[src/rtl/cpu_types_pkg.sv]
// Shared types for the 5-stage pipeline sequencing logic: tracker entries,
// forwarding selects, hazard FSM states and the forwarding match helper.
package cpu_types_pkg;

    // Register index width stored in each tracker entry; the controller's
    // REG_ADDR_W is expected to match this.
    localparam int TRK_REG_W = 5;

    typedef enum logic [1:0] {
        FWD_RF    = 2'b00,
        FWD_EXMEM = 2'b01,
        FWD_MEMWB = 2'b10
    } fwd_sel_t;

    typedef enum logic {
        HZ_RUN      = 1'b0,
        HZ_MEM_WAIT = 1'b1
    } hz_state_t;

    typedef struct packed {
        logic                 valid;
        logic [TRK_REG_W-1:0] rs1;
        logic [TRK_REG_W-1:0] rs2;
        logic                 use_rs1;
        logic                 use_rs2;
        logic [TRK_REG_W-1:0] rd;
        logic                 reg_write;
        logic                 mem_read;
        logic                 mem_access;
    } stage_track_t;

    // True when entry e will write register r; x0 never counts as a producer.
    function automatic logic produces(input stage_track_t e,
                                      input logic [TRK_REG_W-1:0] r);
        return e.valid && e.reg_write && (e.rd != '0) && (e.rd == r);
    endfunction

    // MEM beats WB; a load still in MEM has no data yet, so only WB may supply it.
    function automatic fwd_sel_t fwd_pick(input stage_track_t mem_e,
                                          input stage_track_t wb_e,
                                          input logic use_src,
                                          input logic [TRK_REG_W-1:0] src);
        if (use_src && produces(mem_e, src) && !mem_e.mem_read)
            return FWD_EXMEM;
        if (use_src && produces(wb_e, src))
            return FWD_MEMWB;
        return FWD_RF;
    endfunction

endpackage

[src/rtl/hazard_tracker.sv]
// Shadow copy of EX/MEM/WB occupancy: a three-entry shift register that
// advances with the pipeline and can drop the MEM entry on its way to WB.
module hazard_tracker
    import cpu_types_pkg::*;
(
    input  logic         clk,
    input  logic         reset_n,
    input  logic         advance,
    input  logic         drop_mem,
    input  stage_track_t id_entry,
    output stage_track_t ex_entry,
    output stage_track_t mem_entry,
    output stage_track_t wb_entry
);

    // Invalid entries are all-zero so stale fields can never match downstream.
    always_ff @(posedge clk) begin
        if (!reset_n) begin
            ex_entry  <= '0;
            mem_entry <= '0;
            wb_entry  <= '0;
        end else if (advance) begin
            wb_entry  <= drop_mem ? '0 : mem_entry;
            mem_entry <= ex_entry;
            ex_entry  <= id_entry;
        end
    end

endmodule

[src/rtl/pipeline_hazard_controller.sv]
// Sequencing controller for the in-order IF/ID/EX/MEM/WB pipeline: stalls,
// flushes, EX operand forwarding and the data-memory wait/timeout FSM.
//
// Handshake: dmem_ready is a completion strobe with no request side; while a
// valid memory access sits in MEM, the access completes on the first clk edge
// where dmem_ready is high, and every cycle before that freezes the pipeline.
module pipeline_hazard_controller
    import cpu_types_pkg::*;
#(
    parameter int REG_ADDR_W  = 5,
    parameter int MEM_TIMEOUT = 16,
    parameter int CNT_W       = 5
) (
    input  logic                  clk,
    input  logic                  reset_n,
    input  logic                  id_valid,
    input  logic [REG_ADDR_W-1:0] id_rs1,
    input  logic [REG_ADDR_W-1:0] id_rs2,
    input  logic                  id_use_rs1,
    input  logic                  id_use_rs2,
    input  logic [REG_ADDR_W-1:0] id_rd,
    input  logic                  id_reg_write,
    input  logic                  id_mem_read,
    input  logic                  id_mem_write,
    input  logic                  ex_redirect,
    input  logic                  dmem_ready,
    output logic                  pc_en,
    output logic                  if_id_en,
    output logic                  if_id_flush,
    output logic                  id_ex_bubble,
    output logic                  pipe_en,
    output logic [1:0]            fwd_a_sel,
    output logic [1:0]            fwd_b_sel,
    output logic                  mem_fault,
    output logic                  busy
);

    hz_state_t          state, state_nx;
    logic [CNT_W-1:0]   wait_cnt, wait_cnt_nx;
    stage_track_t       ex_e, mem_e, wb_e;
    stage_track_t       id_raw, id_entry;
    logic               mem_busy, timeout, freeze, load_use;
    fwd_sel_t           fwd_a, fwd_b;
    logic               unused_fields;

    always_comb begin
        id_raw            = '0;
        id_raw.valid      = id_valid;
        id_raw.rs1        = TRK_REG_W'(id_rs1);
        id_raw.rs2        = TRK_REG_W'(id_rs2);
        id_raw.use_rs1    = id_use_rs1;
        id_raw.use_rs2    = id_use_rs2;
        id_raw.rd         = TRK_REG_W'(id_rd);
        id_raw.reg_write  = id_reg_write;
        id_raw.mem_read   = id_mem_read;
        id_raw.mem_access = id_mem_read | id_mem_write;
    end

    assign id_entry = (id_valid && !id_ex_bubble) ? id_raw : '0;

    hazard_tracker u_tracker (
        .clk       (clk),
        .reset_n   (reset_n),
        .advance   (pipe_en),
        .drop_mem  (timeout),
        .id_entry  (id_entry),
        .ex_entry  (ex_e),
        .mem_entry (mem_e),
        .wb_entry  (wb_e)
    );

    assign mem_busy = mem_e.valid && mem_e.mem_access && !dmem_ready;
    assign timeout  = (state == HZ_MEM_WAIT) && !dmem_ready &&
                      (wait_cnt == CNT_W'(MEM_TIMEOUT - 1));
    // A timed-out access is abandoned, so that cycle behaves as an unfrozen one.
    assign freeze   = mem_busy && !timeout;
    assign load_use = ex_e.valid && ex_e.mem_read && (ex_e.rd != '0) && id_valid &&
                      ((id_use_rs1 && (id_raw.rs1 == ex_e.rd)) ||
                       (id_use_rs2 && (id_raw.rs2 == ex_e.rd)));

    assign fwd_a = fwd_pick(mem_e, wb_e, ex_e.use_rs1, ex_e.rs1);
    assign fwd_b = fwd_pick(mem_e, wb_e, ex_e.use_rs2, ex_e.rs2);

    always_comb begin
        state_nx    = state;
        wait_cnt_nx = wait_cnt;
        case (state)
            HZ_RUN: begin
                if (mem_busy) begin
                    state_nx    = HZ_MEM_WAIT;
                    wait_cnt_nx = CNT_W'(1);
                end
            end
            HZ_MEM_WAIT: begin
                if (dmem_ready || timeout) begin
                    state_nx    = HZ_RUN;
                    wait_cnt_nx = '0;
                end else begin
                    wait_cnt_nx = wait_cnt + CNT_W'(1);
                end
            end
            default: begin
                state_nx    = HZ_RUN;
                wait_cnt_nx = '0;
            end
        endcase
    end

    always_ff @(posedge clk) begin
        if (!reset_n) begin
            state    <= HZ_RUN;
            wait_cnt <= '0;
        end else begin
            state    <= state_nx;
            wait_cnt <= wait_cnt_nx;
        end
    end

    // A redirect is honoured on any unfrozen cycle, including the resume edge,
    // because the branch leaves EX on that edge and would otherwise be lost.
    always_comb begin
        pc_en        = 1'b1;
        if_id_en     = 1'b1;
        if_id_flush  = 1'b0;
        id_ex_bubble = 1'b0;
        pipe_en      = 1'b1;
        fwd_a_sel    = fwd_a;
        fwd_b_sel    = fwd_b;
        mem_fault    = timeout;
        busy         = (state != HZ_RUN);
        if (freeze) begin
            pc_en    = 1'b0;
            if_id_en = 1'b0;
            pipe_en  = 1'b0;
        end else if (ex_redirect) begin
            if_id_flush  = 1'b1;
            id_ex_bubble = 1'b1;
        end else if (load_use) begin
            pc_en        = 1'b0;
            if_id_en     = 1'b0;
            id_ex_bubble = 1'b1;
        end
        if (!reset_n) begin
            pc_en        = 1'b0;
            if_id_en     = 1'b0;
            if_id_flush  = 1'b1;
            id_ex_bubble = 1'b1;
            pipe_en      = 1'b0;
            fwd_a_sel    = FWD_RF;
            fwd_b_sel    = FWD_RF;
            mem_fault    = 1'b0;
            busy         = 1'b0;
        end
    end

    // Tracker fields that only matter in other stages.
    assign unused_fields = ^{ex_e.reg_write, ex_e.mem_access,
                             mem_e.rs1, mem_e.rs2, mem_e.use_rs1, mem_e.use_rs2,
                             wb_e.rs1, wb_e.rs2, wb_e.use_rs1, wb_e.use_rs2,
                             wb_e.mem_read, wb_e.mem_access};

endmodule

[config.mk]
export PLATFORM = sky130hd
export DESIGN_NAME = pipeline_hazard_controller
export DESIGN_NICKNAME = d
export VERILOG_FILES = /design/src/rtl/cpu_types_pkg.sv /design/src/rtl/hazard_tracker.sv /design/src/rtl/pipeline_hazard_controller.sv
export SDC_FILE = /design/constraint.sdc
export NUM_CORES = 1
export LEC_CHECK = 0
export CAP_MARGIN = 20
export CORE_UTILIZATION = 45
export DETAILED_ROUTE_END_ITERATION = 10
export DONT_BUFFER_PORTS = 1
export PLACE_DENSITY = 0.63
export SETUP_SLACK_MARGIN = 0.05
export SLEW_MARGIN = 20
export SYNTH_ARGS = -nofsm -noshare
export SYNTH_HDL_FRONTEND = slang
export SYNTH_SLANG_ARGS = --single-unit
[constraint.sdc]
create_clock -name clk -period 6.45 [get_ports clk]
set_clock_uncertainty 0.1 [all_clocks]
set_input_delay 1.935 -clock clk [delete_from_list [all_inputs] [get_ports clk]]
set_output_delay 1.935 -clock clk [all_outputs]
set_load 0.05 [all_outputs]
==> results_dict.tcl <==
set metrics [dict create \
    fin_crit_ns 5.82 \
    antenna_found_initial 0 \
    ys_warn_count 0 \
    synth_top_area_cell "dfxtp_1" \
    hold_path.class "reg2reg" \
    wl_per_cell_microns 15.3 \
    numPortBuffers 0 \
    yosysSeqAreaShare_pct 38.6 \
    clk_latency_ns 0.30 \
    worstReg2RegEnd "u_tracker.ex_entry[8]" \
    p_sw_w 0.000135 \
    numCtsBuffers 5 \
    max_stage_delay_ns 0.75 \
    swShare_pct 22.9 \
    ctsHoldBuffers 0 \
    synthTopCellsByCount "53 x nand2_1, 43 x dfxtp_1, 22 x xnor2_1" \
    post-route-period-util_pct 90.2 \
    cts_resized 0 \
    seqPwrFrac_pct 49.1 \
    ant_nets 0 \
    required_ns 4.41 \
    grt-ovfl-total 0 \
    layout.cells.non_filler 342 \
    place_area_sq_um 2330 \
    intPower_w 0.000453 \
    cp-start-kind "input pin" \
    synth_most_common_cell "nand2_1" \
    final.setup.tns_ns 0 \
    p_per_area_nw_per_um2 239 \
    async_flop_share_pct 0 \
    cts_tree "yes" \
    grt_pass1_wl_microns 8310 \
    cts_sinks 43 \
    final_max_slew_viol_count 0 \
    post_cts_buffers 0 \
    rrSetupSlack_ns 4.05 \
    synth.net_count 300 \
    fmax_mhz 172 \
    multi_input_area_sq_um 1300 \
    cp-startpoint "dmem_ready" \
    drive_gt1_share_pct 9.09 \
    ir_drop_mv 0.129 \
    layout.nets 301 \
    regArea_sq_um 861 \
    postSynthAreaPerCell_sq_um 8.17 \
    area_delta_synth_final_pct 10.4 \
    dp_hpwl_microns 3850 \
    drtIter0Drc 98 \
    die_h_microns 72.4 \
    io_pins 36 \
    max-cap-violations 0 \
    rsz0062_at_grt "no" \
    via_count 1876 \
    drt-total-wl_microns 5220 \
    path_class "in2out" \
    reg2reg_from "wait_cnt[0]" \
    grt_pass1_vias 1653 \
    place_inst 334 \
    hold_violations 0 \
    end_kind "output port" \
    core-area_sq_um 4750 \
    vias_per_cell 5.49 \
    dr.pass1.iters 4 \
    hold_slack_ns 0.357 \
    path_clk_slew_ns 0.08 \
    yosys.area.top_type_share_pct 38.6 \
    crit_path_max_fanout 10 \
    h-tree-depth 2 \
    worst_pin_slew_ns 0.920 \
    setup_viol 0 \
    ys_top_cells_by_area "dfxtp_1 39%, nand2_1 8.9%, xnor2_1 8.6%" \
    route.detailed.drc 0 \
    synth_cell_type_count 39 \
    die_area_sq_um 5240 \
    netlist_area_sq_um 2230 \
    comb_power_share_pct 8.8 \
    p_leak_nw 0.828 \
    status "finished clean" \
    cp_cell_sequence "nand3b_1 > nor2_1 > nor2_1 > a21boi_2 > buf_4" \
    root_buffer "clkbuf_8" \
    synthCells 273 \
    row_count 25 \
    cts_buffer_depth 2 \
    die_w_microns 72.4 \
    grt_usage_pct 20.7 \
    fillers 467 \
    final_cell_area_sq_um 2460 \
    arrival_ns 3.78 \
    cpMostUsedCell "nor2_1" \
    endpoint "if_id_en" \
    r2r_cells 8 \
    start_util_pct 46.9 \
    gp_congestion 0.809 \
    clockPowerShare_pct 42.1 \
    slew_headroom_pct 38.4 \
    synth_seq_cells 43 \
    power_w 0.000587 \
    antenna_cells 0 \
    cp_slowest_cell "nor2_1" \
    synth_ff_type "dfxtp_1" \
    grt_max_degree 41 \
    synth_edf_count 0 \
]
==> critical path: cells and delay by family <==
kind | cells | cell delay [ns]
AOI/OAI and AO/OA | 1 | 0.27
buffers and inverters | 1 | 0.29
and+or+nand+nor | 3 | 1.28
==> sequential cells by signal, summed over array words and instances (netlist names) <==
signal / flops
wait_cnt: 5
state: 1
u_tracker.ex_entry: 21
u_tracker.wb_entry: 7
u_tracker.mem_entry: 9
==> per-layer routing <==
metal,wire length (microns),global-route usage [%]
met1,2600,29.0
met2,2320,30.0
met3,230,6.25
met5,0,0
met4,65,7.63
==> layout make-up <==
type                            count  area share (%)
Sequential cell                    43            35.0
Clock inverter                      2            2.44
Multi-Input combinational cell    210            52.9
Clock buffer                        6            2.95
Tap cell                           67            3.41
Timing Repair Buffer                8            2.44
Inverter                            6           0.915
==> power groups by stage <==
stage	sequential (W)	combinational, W	clock (W)
after detailed placement	0.000295	0.0000517	0
final	0.000288	0.0000519	0.000247
after global placement	0.000295	0.0000511	0
after CTS	0.000288	0.0000519	0.000252
after floorplan	0.000290	0.0000446	0
after global routing	0.000290	0.0000577	0.000263
==> logic make-up (layout without fill, tap and decap cells) <==
group	Yosys count	after routing	share of synthesized area, %
fa+ha+maj	2	2	1.12
buf+inv	20	22	4.43
compound gates	74	74	22.9
simple gates	104	104	21.2
flops	43	43	38.6
xor+xnor	30	30	11.8
==> layout by cell type (no fill, tap or decap), drive strengths merged, types with 4 or more instances in the layout <==
cell type,count
a21oi,18
a32oi,19
buf,8
clkbuf,6
dfxtp,43
inv,6
nand2,53
nand4,4
nor2,19
nor3,8
nor4,4
o21ai,24
xnor2,22
xor2,8
==> per-stage QoR <==
step / worst slack, ns / util (%)
global placement: 0.649 / 49.0
detailed placement: 0.621 / 49.0
finish: 0.633 / 51.8
floorplan: 0.0987 / -
global route: 0.482 / 51.8
CTS: 0.620 / 51.8
==> worst min-delay path by stage <==
stage | endpoint | slack, ns | startpoint | cells past startpoint
floorplan | wait_cnt[3] | 0.31 | wait_cnt[3] | 1
global placement | u_tracker.wb_entry[2] | 0.34 | u_tracker.wb_entry[2] | 2
detailed placement | u_tracker.wb_entry[2] | 0.35 | u_tracker.wb_entry[2] | 2
CTS | u_tracker.mem_entry[1] | 0.36 | u_tracker.mem_entry[1] | 2
global route | u_tracker.wb_entry[2] | 0.37 | u_tracker.wb_entry[2] | 2
finish | u_tracker.mem_entry[1] | 0.36 | u_tracker.mem_entry[1] | 2
Note: power is estimated with default switching activity, not from simulation.
